<file path="config.mk">
export PLATFORM = sky130hd
export DESIGN_NAME = wide_add_seq_flat
export DESIGN_NICKNAME = d
export VERILOG_FILES = /design/src/rtl/wide_add_pkg.sv /design/src/rtl/wide_add_seq_if.sv /design/src/rtl/wide_add_seq.sv /design/src/flat_wrapper.sv
export SDC_FILE = /design/constraint.sdc
export NUM_CORES = 1
export LEC_CHECK = 0
export CAP_MARGIN = 20
export CORE_ASPECT_RATIO = 1.75
export CORE_MARGIN = 10
export CORE_UTILIZATION = 30
export CTS_BUF_LIST = sky130_fd_sc_hd__clkbuf_8 sky130_fd_sc_hd__clkbuf_16
export CTS_CLUSTER_DIAMETER = 100
export DETAILED_ROUTE_END_ITERATION = 6
export GPL_TIMING_DRIVEN = 0
export REMOVE_ABC_BUFFERS = 1
export SKIP_CTS_REPAIR_TIMING = 1
export SKIP_LAST_GASP = 1
export SYNTH_ARGS = -nofsm -noshare
export SYNTH_HDL_FRONTEND = slang
export SYNTH_SLANG_ARGS = --single-unit
export TNS_END_PERCENT = 5
</file>
<file path="constraint.sdc">
create_clock -name clk -period 40.2 [get_ports clk]
set_clock_uncertainty 0.2 [all_clocks]
set_input_delay 12.06 -clock clk [delete_from_list [all_inputs] [get_ports clk]]
set_output_delay 12.06 -clock clk [all_outputs]
set_load 0.02 [all_outputs]
</file>
<file path="src/rtl/wide_add_pkg.sv">
// rtl/wide_add_pkg.sv - shared types and constants for the wide-add sequencer
// Limb width, FSM state encoding and index-width helper.
package wide_add_pkg;

  localparam int ADD_W = 32;

  typedef enum logic [1:0] {
    IDLE,
    ISSUE,
    WAIT,
    DONE
  } state_t;

  // Width needed to index n items; never less than one bit.
  function automatic int idx_w(input int n);
    return (n > 1) ? $clog2(n) : 1;
  endfunction

endpackage

</file>
<file path="src/rtl/wide_add_seq_if.sv">
// rtl/wide_add_seq_if.sv - operand/result handshake bundle for wide_add_seq
// Upstream operand pair in, downstream wide result out.
interface wide_add_seq_if #(
  parameter int LIMBS = 4
);

  logic                               in_valid;
  logic                               in_ready;
  logic [wide_add_pkg::ADD_W*LIMBS-1:0] in_a;
  logic [wide_add_pkg::ADD_W*LIMBS-1:0] in_b;
  logic                               in_cin;
  logic                               in_sub;
  logic                               out_valid;
  logic                               out_ready;
  logic [wide_add_pkg::ADD_W*LIMBS-1:0] out_sum;
  logic                               out_cout;

  modport master (
    output in_valid, in_a, in_b, in_cin, in_sub, out_ready,
    input  in_ready, out_valid, out_sum, out_cout
  );

  modport slave (
    input  in_valid, in_a, in_b, in_cin, in_sub, out_ready,
    output in_ready, out_valid, out_sum, out_cout
  );

endinterface

</file>
<file path="src/rtl/wide_add_seq.sv">
// rtl/wide_add_seq.sv - limb-serial sequencer around a pipelined 32-bit adder
// Feeds one limb per 1+ADD_LAT cycles, chains carry, assembles the wide sum.
module wide_add_seq
  import wide_add_pkg::*;
#(
  parameter int LIMBS   = 4,
  parameter int ADD_LAT = 2
) (
  input  logic             clk,
  input  logic             rst,
  wide_add_seq_if.slave    s,
  output logic [ADD_W-1:0] add_a,
  output logic [ADD_W-1:0] add_b,
  output logic             add_cin,
  input  logic [ADD_W-1:0] add_sum,
  input  logic             add_cout,
  output logic             busy
);

  localparam int W  = ADD_W * LIMBS;
  localparam int IW = idx_w(LIMBS);
  localparam int CW = idx_w(ADD_LAT);

  state_t         state;
  state_t         state_nx;
  logic [IW-1:0]  idx;
  logic [CW-1:0]  wait_cnt;
  logic           carry;
  logic [W-1:0]   a_q;
  logic [W-1:0]   b_q;
  logic [W-1:0]   sum_q;
  logic           last_limb;
  logic           sum_ready;
  logic           drive;

  assign last_limb = (idx == IW'(LIMBS - 1));
  // The adder has no valid: its output is trusted only when the count expires.
  assign sum_ready = (state == WAIT) && (wait_cnt == '0);
  assign drive     = (state == ISSUE) || (state == WAIT);

  always_ff @(posedge clk or posedge rst) begin
    if (rst) begin
      state <= IDLE;
    end else begin
      state <= state_nx;
    end
  end

  always_comb begin
    state_nx = state;
    case (state)
      IDLE:    if (s.in_valid) state_nx = ISSUE;
      ISSUE:   state_nx = WAIT;
      WAIT:    if (sum_ready) state_nx = last_limb ? DONE : ISSUE;
      DONE:    if (s.out_ready) state_nx = IDLE;
      default: state_nx = IDLE;
    endcase
  end

  always_ff @(posedge clk or posedge rst) begin
    if (rst) begin
      idx      <= '0;
      wait_cnt <= '0;
      carry    <= 1'b0;
      a_q      <= '0;
      b_q      <= '0;
      sum_q    <= '0;
    end else begin
      case (state)
        IDLE: begin
          if (s.in_valid) begin
            a_q   <= s.in_a;
            // Subtract folds into add: A + ~B + 1.
            b_q   <= s.in_sub ? ~s.in_b : s.in_b;
            carry <= s.in_sub ? 1'b1 : s.in_cin;
            idx   <= '0;
          end
        end
        ISSUE: begin
          wait_cnt <= CW'(ADD_LAT - 1);
        end
        WAIT: begin
          if (wait_cnt == '0) begin
            sum_q[int'(idx)*ADD_W +: ADD_W] <= add_sum;
            carry                           <= add_cout;
            if (!last_limb) idx <= idx + 1'b1;
          end else begin
            wait_cnt <= wait_cnt - 1'b1;
          end
        end
        default: ;
      endcase
    end
  end

  assign add_a   = drive ? a_q[int'(idx)*ADD_W +: ADD_W] : '0;
  assign add_b   = drive ? b_q[int'(idx)*ADD_W +: ADD_W] : '0;
  assign add_cin = drive & carry;

  assign s.in_ready  = (state == IDLE);
  assign s.out_valid = (state == DONE);
  assign s.out_sum   = sum_q;
  assign s.out_cout  = (state == DONE) & carry;
  assign busy        = (state != IDLE);

endmodule

</file>
<file path="src/flat_wrapper.sv">
// flat-port wrapper written by rule: the top's interface ports become plain ports
module wide_add_seq_flat import wide_add_pkg::*;
#(
  parameter int LIMBS   = 4,
  parameter int ADD_LAT = 2
)
  (clk, rst, add_a, add_b, add_cin, add_sum, add_cout, busy, s_in_valid, s_in_a, s_in_b, s_in_cin, s_in_sub, s_out_ready, s_in_ready, s_out_valid, s_out_sum, s_out_cout);
  wide_add_seq_if #(.LIMBS(LIMBS)) s_i ();
  input  logic clk;
  input  logic rst;
  output logic [ADD_W-1:0] add_a;
  output logic [ADD_W-1:0] add_b;
  output logic add_cin;
  input  logic [ADD_W-1:0] add_sum;
  input  logic add_cout;
  output logic busy;
  input wire logic [$bits(s_i.in_valid)-1:0] s_in_valid;
  input wire logic [$bits(s_i.in_a)-1:0] s_in_a;
  input wire logic [$bits(s_i.in_b)-1:0] s_in_b;
  input wire logic [$bits(s_i.in_cin)-1:0] s_in_cin;
  input wire logic [$bits(s_i.in_sub)-1:0] s_in_sub;
  input wire logic [$bits(s_i.out_ready)-1:0] s_out_ready;
  output wire logic [$bits(s_i.in_ready)-1:0] s_in_ready;
  output wire logic [$bits(s_i.out_valid)-1:0] s_out_valid;
  output wire logic [$bits(s_i.out_sum)-1:0] s_out_sum;
  output wire logic [$bits(s_i.out_cout)-1:0] s_out_cout;
  assign s_i.in_valid = s_in_valid;
  assign s_i.in_a = s_in_a;
  assign s_i.in_b = s_in_b;
  assign s_i.in_cin = s_in_cin;
  assign s_i.in_sub = s_in_sub;
  assign s_i.out_ready = s_out_ready;
  assign s_in_ready = s_i.in_ready;
  assign s_out_valid = s_i.out_valid;
  assign s_out_sum = s_i.out_sum;
  assign s_out_cout = s_i.out_cout;
  wide_add_seq #(.LIMBS(LIMBS), .ADD_LAT(ADD_LAT)) u_core (.clk(clk), .rst(rst), .s(s_i), .add_a(add_a), .add_b(add_b), .add_cin(add_cin), .add_sum(add_sum), .add_cout(add_cout), .busy(busy));
endmodule
</file>
# Word level (Yosys, flattened, before mapping)
# Cells that the tools add are included.
totals:
  register_bits: 390
  in_bits: 295
  out_inout_bits: 197
  elab_cells: 57
op_classes:
  addsub: 3
  n_eq_ne: 9
  shift: 4
  n_mux: 19
  bitwise: 4
  n_reduce_logical: 11
op_table:
  columns: ["operator", "count"]
  rows:
  - ["variable part select 128 x 8 -> 32 bit", 2]
  - ["bitwise mux 128 bit", 1]
  - ["2-to-1 mux 128 bit", 1]
  - ["inverter 128 bit", 1]
  - ["variable shift 32 x 33 -> 128 bit, first input constant", 1]
  - ["variable part select 32 x 33 -> 128 bit", 1]
  - ["2-to-1 mux 32 bit", 2]
  - ["negation 7 -> 33 bit", 1]
  - ["2-to-1 mux 2 bit", 7]
  - ["inequality test 2 bit, second input constant", 4]
  - ["case mux 2 bit (4 select lines)", 1]
  - ["== test 2 bit, second input constant", 3]
  - ["AND reduction 3 bit", 2]
  - ["nonzero test 2 bit", 3]
  - ["2-to-1 mux 1 bit", 4]
  - ["case mux 1 bit (2 select lines)", 2]
  - ["case mux 2 bit (2 select lines)", 1]
  - ["AND reduction 2 bit", 2]
  - ["AND reduction 4 bit", 1]
  - ["adder 2 x 1 -> 2 bit, second input constant", 1]
  - ["bitwise AND 1 bit", 2]
  - ["== test 2 x 1 -> 1 bit, second input constant", 1]
  - ["zero test 2 bit", 1]
  - ["inequality test 2 x 1 -> 1 bit, second input constant", 1]
  - ["4 further kinds", 4]

# Logic depth before layout (Yosys ltp)
depth:
  depth_word: 4
  mapped_depth: 9
  ltp_nobuf: 5

# Worst setup path before layout
# Ideal clock, no wire load.
synth_path:
  path_kind: "reg-to-output"
  from: "register u_core.idx[0]"
  to: "output add_a[15]"
  arrival_time_ns: 1.571
  t_required_ns: 27.940
  path_slack_ns: 26.369
  path_stages_with_launch: 6
  path_buffers: 3
  path_cell_list: "dfrtp_1 > buf_2 > buf_6 > buf_6 > mux4_2 > and2_1"
synth_via:
  elab_chain_cells: 2
synth_lines:
  columns: ["element", "line_no", "rtl"]
  rows:
  - ["start: declaration", "wide_add_seq.sv:26", "logic [IW-1:0] idx;"]
  - ["start signal: assignment", "wide_add_seq.sv:86", "if (!last_limb) idx <= idx + 1'b1;"]
  - ["variable part select 128 x 8 -> 32 bit", "wide_add_seq.sv:96", "assign add_a = drive ? a_q[int'(idx)*ADD_W +: ADD_W] : '0;"]
  - ["2-to-1 mux 32 bit", "wide_add_seq.sv:96", null]
  - ["end: declaration", "flat_wrapper.sv:11", "output logic [ADD_W-1:0] add_a;"]
# No other way between the ends.

# Final worst setup path
layout_path:
  from: "register u_core.idx[1]"
  to: "output add_b[29]"
layout_via:
  elab_chain_cells: 2
layout_lines:
  columns: ["element", "line_no", "rtl"]
  rows:
  - ["variable part select 128 x 8 -> 32 bit", "wide_add_seq.sv:97", "assign add_b = drive ? b_q[int'(idx)*ADD_W +: ADD_W] : '0;"]
  - ["2-to-1 mux 32 bit", "wide_add_seq.sv:97", null]
  - ["end: declaration", "flat_wrapper.sv:12", "output logic [ADD_W-1:0] add_b;"]
# No other way between the ends.

==> results.toml <==
[finish]
fin_cells = 2580
nFillCells = 5455
post-route-util = 0.423
area_growth_pct = 40.3
final_nets = 2075
drive_gt1_frac = 0.161

[place]
gp_congestion = 0.793
io_buffer_count = 491
hpwl_um = 40900
post-place-cells = 2503

[power]
power_switching_share = 0.348
power_leakage_nw = 10.0
power_frac_clock = 0.197
seq_power_share = 0.361
p_per_area_nw_per_um2 = 74.5
p_comb_frac = 0.442
p_int_mw = 1.19
power_mw = 1.82
irDropWorstVdd_mv = 0.0496
p_switching_uw = 635

[yosys]
synthDominantCellAreaShare = 0.559
synth_area_um2 = 17500
ys_seq_area_frac = 0.559
synthTopCellsByCount = "dfrtp_1 (390), nand2_1 (132), o21ai_0 (129), mux2_2 (128), xnor2_1 (128)"
muxShareOfSynthArea = 0.166
synth_area_leader_cell = "dfrtp_1"
synth-seq-cells = 390
synthTopCellsByArea = "dfrtp_1 (56%), mux2_2 (8.3%), mux4_2 (8.3%)"
synth-main-ff-cell = "dfrtp_1"
ys_warn_count = 0
synth_cells = 1324
ys_async_sr_fraction = 1.00
synth_edf_count = 0
synth_xor_area_frac = 0.0642
synthSimpleGateAreaFrac = 0.0658
postSynthAreaPerCell_um2 = 13.2
synth_fa_ha_area_frac = 0.00573
synth_compound_area_frac = 0.106
synth_top_family_by_area = "multiplexers"
yosysMostFrequentCell = "dfrtp_1"
synthDistinctLibCells = 39

[global_routing]
grt_max_degree = 157
antenna_found_initial = 17
overflow = 0
grt_pass1_wl_um = 85900
grt.total_usage = 0.160
grt_pass1_vias = 13600

[worst_setup_path]
crit_start = "u_core.idx[1]"
critPathRequiredTime_ns = 27.94
worst_setup_path_start_kind = "flop"
r2r-start = "u_core.state[0]"
cp.arrival_ns = 2.95
endpoint = "add_b[29]"
crit_path_end_kind = "output port"
r2r-end = "u_core.s.out_sum[126]"
cp_max_fo = 36
reg2regPathDepth = 6
reg2reg_slack_ns = 36.53
crit_type = "reg -> out"

[timing]
rsz0062_at_grt = "no"
fmax_mhz = 65.7
slew_viol_final = 0
setup_tns_ns = 0
hold_ws_ns = 0.272
hold_viol = 0
layout_min_cycle_time_ns = 15.21
setup_viol = 0
period_share = 0.378
relSlewSlack = 0.298
worstMarginPinSlew_ns = 1.05

[detailed_routing]
drtAntennaViolNets = 0
vias = 12300
drt_iter0_drc = 457
drc = 0
post_drt_wl_per_cell_um = 21.7
finalWirelength_um = 56000
dr.pass1.iters = 5
vias_per_cell = 4.78

[cts]
clk_path_buf_depth = 3
insertion_delay_ns = 0.55
clock-sinks = 390
clockRootBuffer = "clkbuf_16"
cts_buffers = 40
cts_tree = "built"
cts.htree.levels = 2
clk_pin_slew_ns = 0.07

[floorplanning]
io_pins = 492
die_h_um = 339
core-area_um2 = 58000
chipWidth_um = 202
core.rowCount = 117
initial_utilization = 0.301
die_area_um2 = 68700

[worst_hold_path]
hp-class = "reg -> reg"

[status]
status = "finished, final reports clean"

[job]
drv_cap = 0
-- area by class of cell --
class,instances,area [um^2],share of cell area
antenna,11,27.5,0.00112
multi-input combinational,823,7160,0.292
inverter,7,33.8,0.00138
clock buffer,45,1080,0.0441
tap,773,967,0.0395
sequential,390,9770,0.399
clock inverter,21,149,0.00608
timing repair buffer,510,5320,0.217
-- kinds of logic after synthesis --
kind of cell | Yosys count
xor gates and xnor gates | 128
and+or+nand+nor | 226
adders and majority gates | 8
buffers and inverters | 111
muxes | 193
DFF | 390
AOI/OAI and AO/OA | 268
-- power by group through the flow --
stage,Sequential (mW),Combinational (mW),Clock (mW)
after global placement,0.673,0.815,0
after floorplan,0.695,0.428,0
after CTS,0.660,0.825,0.372
after detailed placement,0.666,0.821,0
final,0.659,0.806,0.360
after global routing,0.680,0.874,0.385
-- cell usage in the layout, fill, tap and decap left out, drive strengths merged, types with 2 or more instances in the layout --
cell / instances
a21oi: 3
a22o: 128
a31oi: 2
and2: 66
and3: 2
buf: 20
bufinv: 2
clkbuf: 45
clkdlybuf4s50: 490
clkinv: 5
clkinvlp: 3
dfrtp: 390
diode: 11
ha: 8
inv: 18
mux2: 128
mux4: 64
nand2: 133
nand2b: 5
nand3b: 6
nor2: 4
nor3: 3
nor4: 2
o21ai: 129
xnor2: 128
-- worst max-delay path, cell delays in order (launching register included) --
cell             delay (ns)
dfrtp_4                0.84
buf_16                 0.31
mux4_2                 0.34
and2_1                 0.17
clkdlybuf4s50_1        0.67
-- sequential cells by signal (all words and copies together) (netlist names) --
| register | cells |
|---|---|
| u_core.wait_cnt | 1 |
| u_core.a_q | 128 |
| u_core.s.out_sum | 128 |
| u_core.b_q | 128 |
| u_core.state | 2 |
| u_core.idx | 2 |
| u_core.carry | 1 |
-- layer usage --
| layer | share of wire | track usage | vias up |
|---|---|---|---|
| met3 | 0.086 | 0.0548 | 67 |
| met2 | 0.52 | 0.282 | 424 |
| met1 | 0.36 | 0.173 | 6233 |
| met5 | 0.00061 | 0 | - |
| met4 | 0.027 | 0.0596 | 6 |
| li1 | - | - | 5596 |
-- through the flow --
| stage | area, um^2 | setup slack (ns) |
|---|---|---|
| 5_1_grt | 24500 | 24.82 |
| 3_3_place_gp | 22800 | 12.47 |
| 4_1_cts | 24500 | 24.85 |
| 6_report | 24500 | 24.99 |
| 2_1_floorplan | 16900 | 17.10 |
| 3_5_place_dp | 23200 | 25.47 |
-- worst min-delay path by stage --
stage                          from  cells after the start  slack (ns)               to
floorplan            u_core.b_q[64]                      2        0.24   u_core.b_q[64]
global placement     u_core.b_q[77]                      2        0.26   u_core.b_q[77]
detailed placement  u_core.b_q[112]                      2        0.26  u_core.b_q[112]
CTS                 u_core.b_q[112]                      2        0.28  u_core.b_q[112]
global route         u_core.b_q[74]                      2        0.30   u_core.b_q[74]
finish              u_core.b_q[112]                      2        0.27  u_core.b_q[112]
No activity file was read; power rests on OpenSTA's default activity.
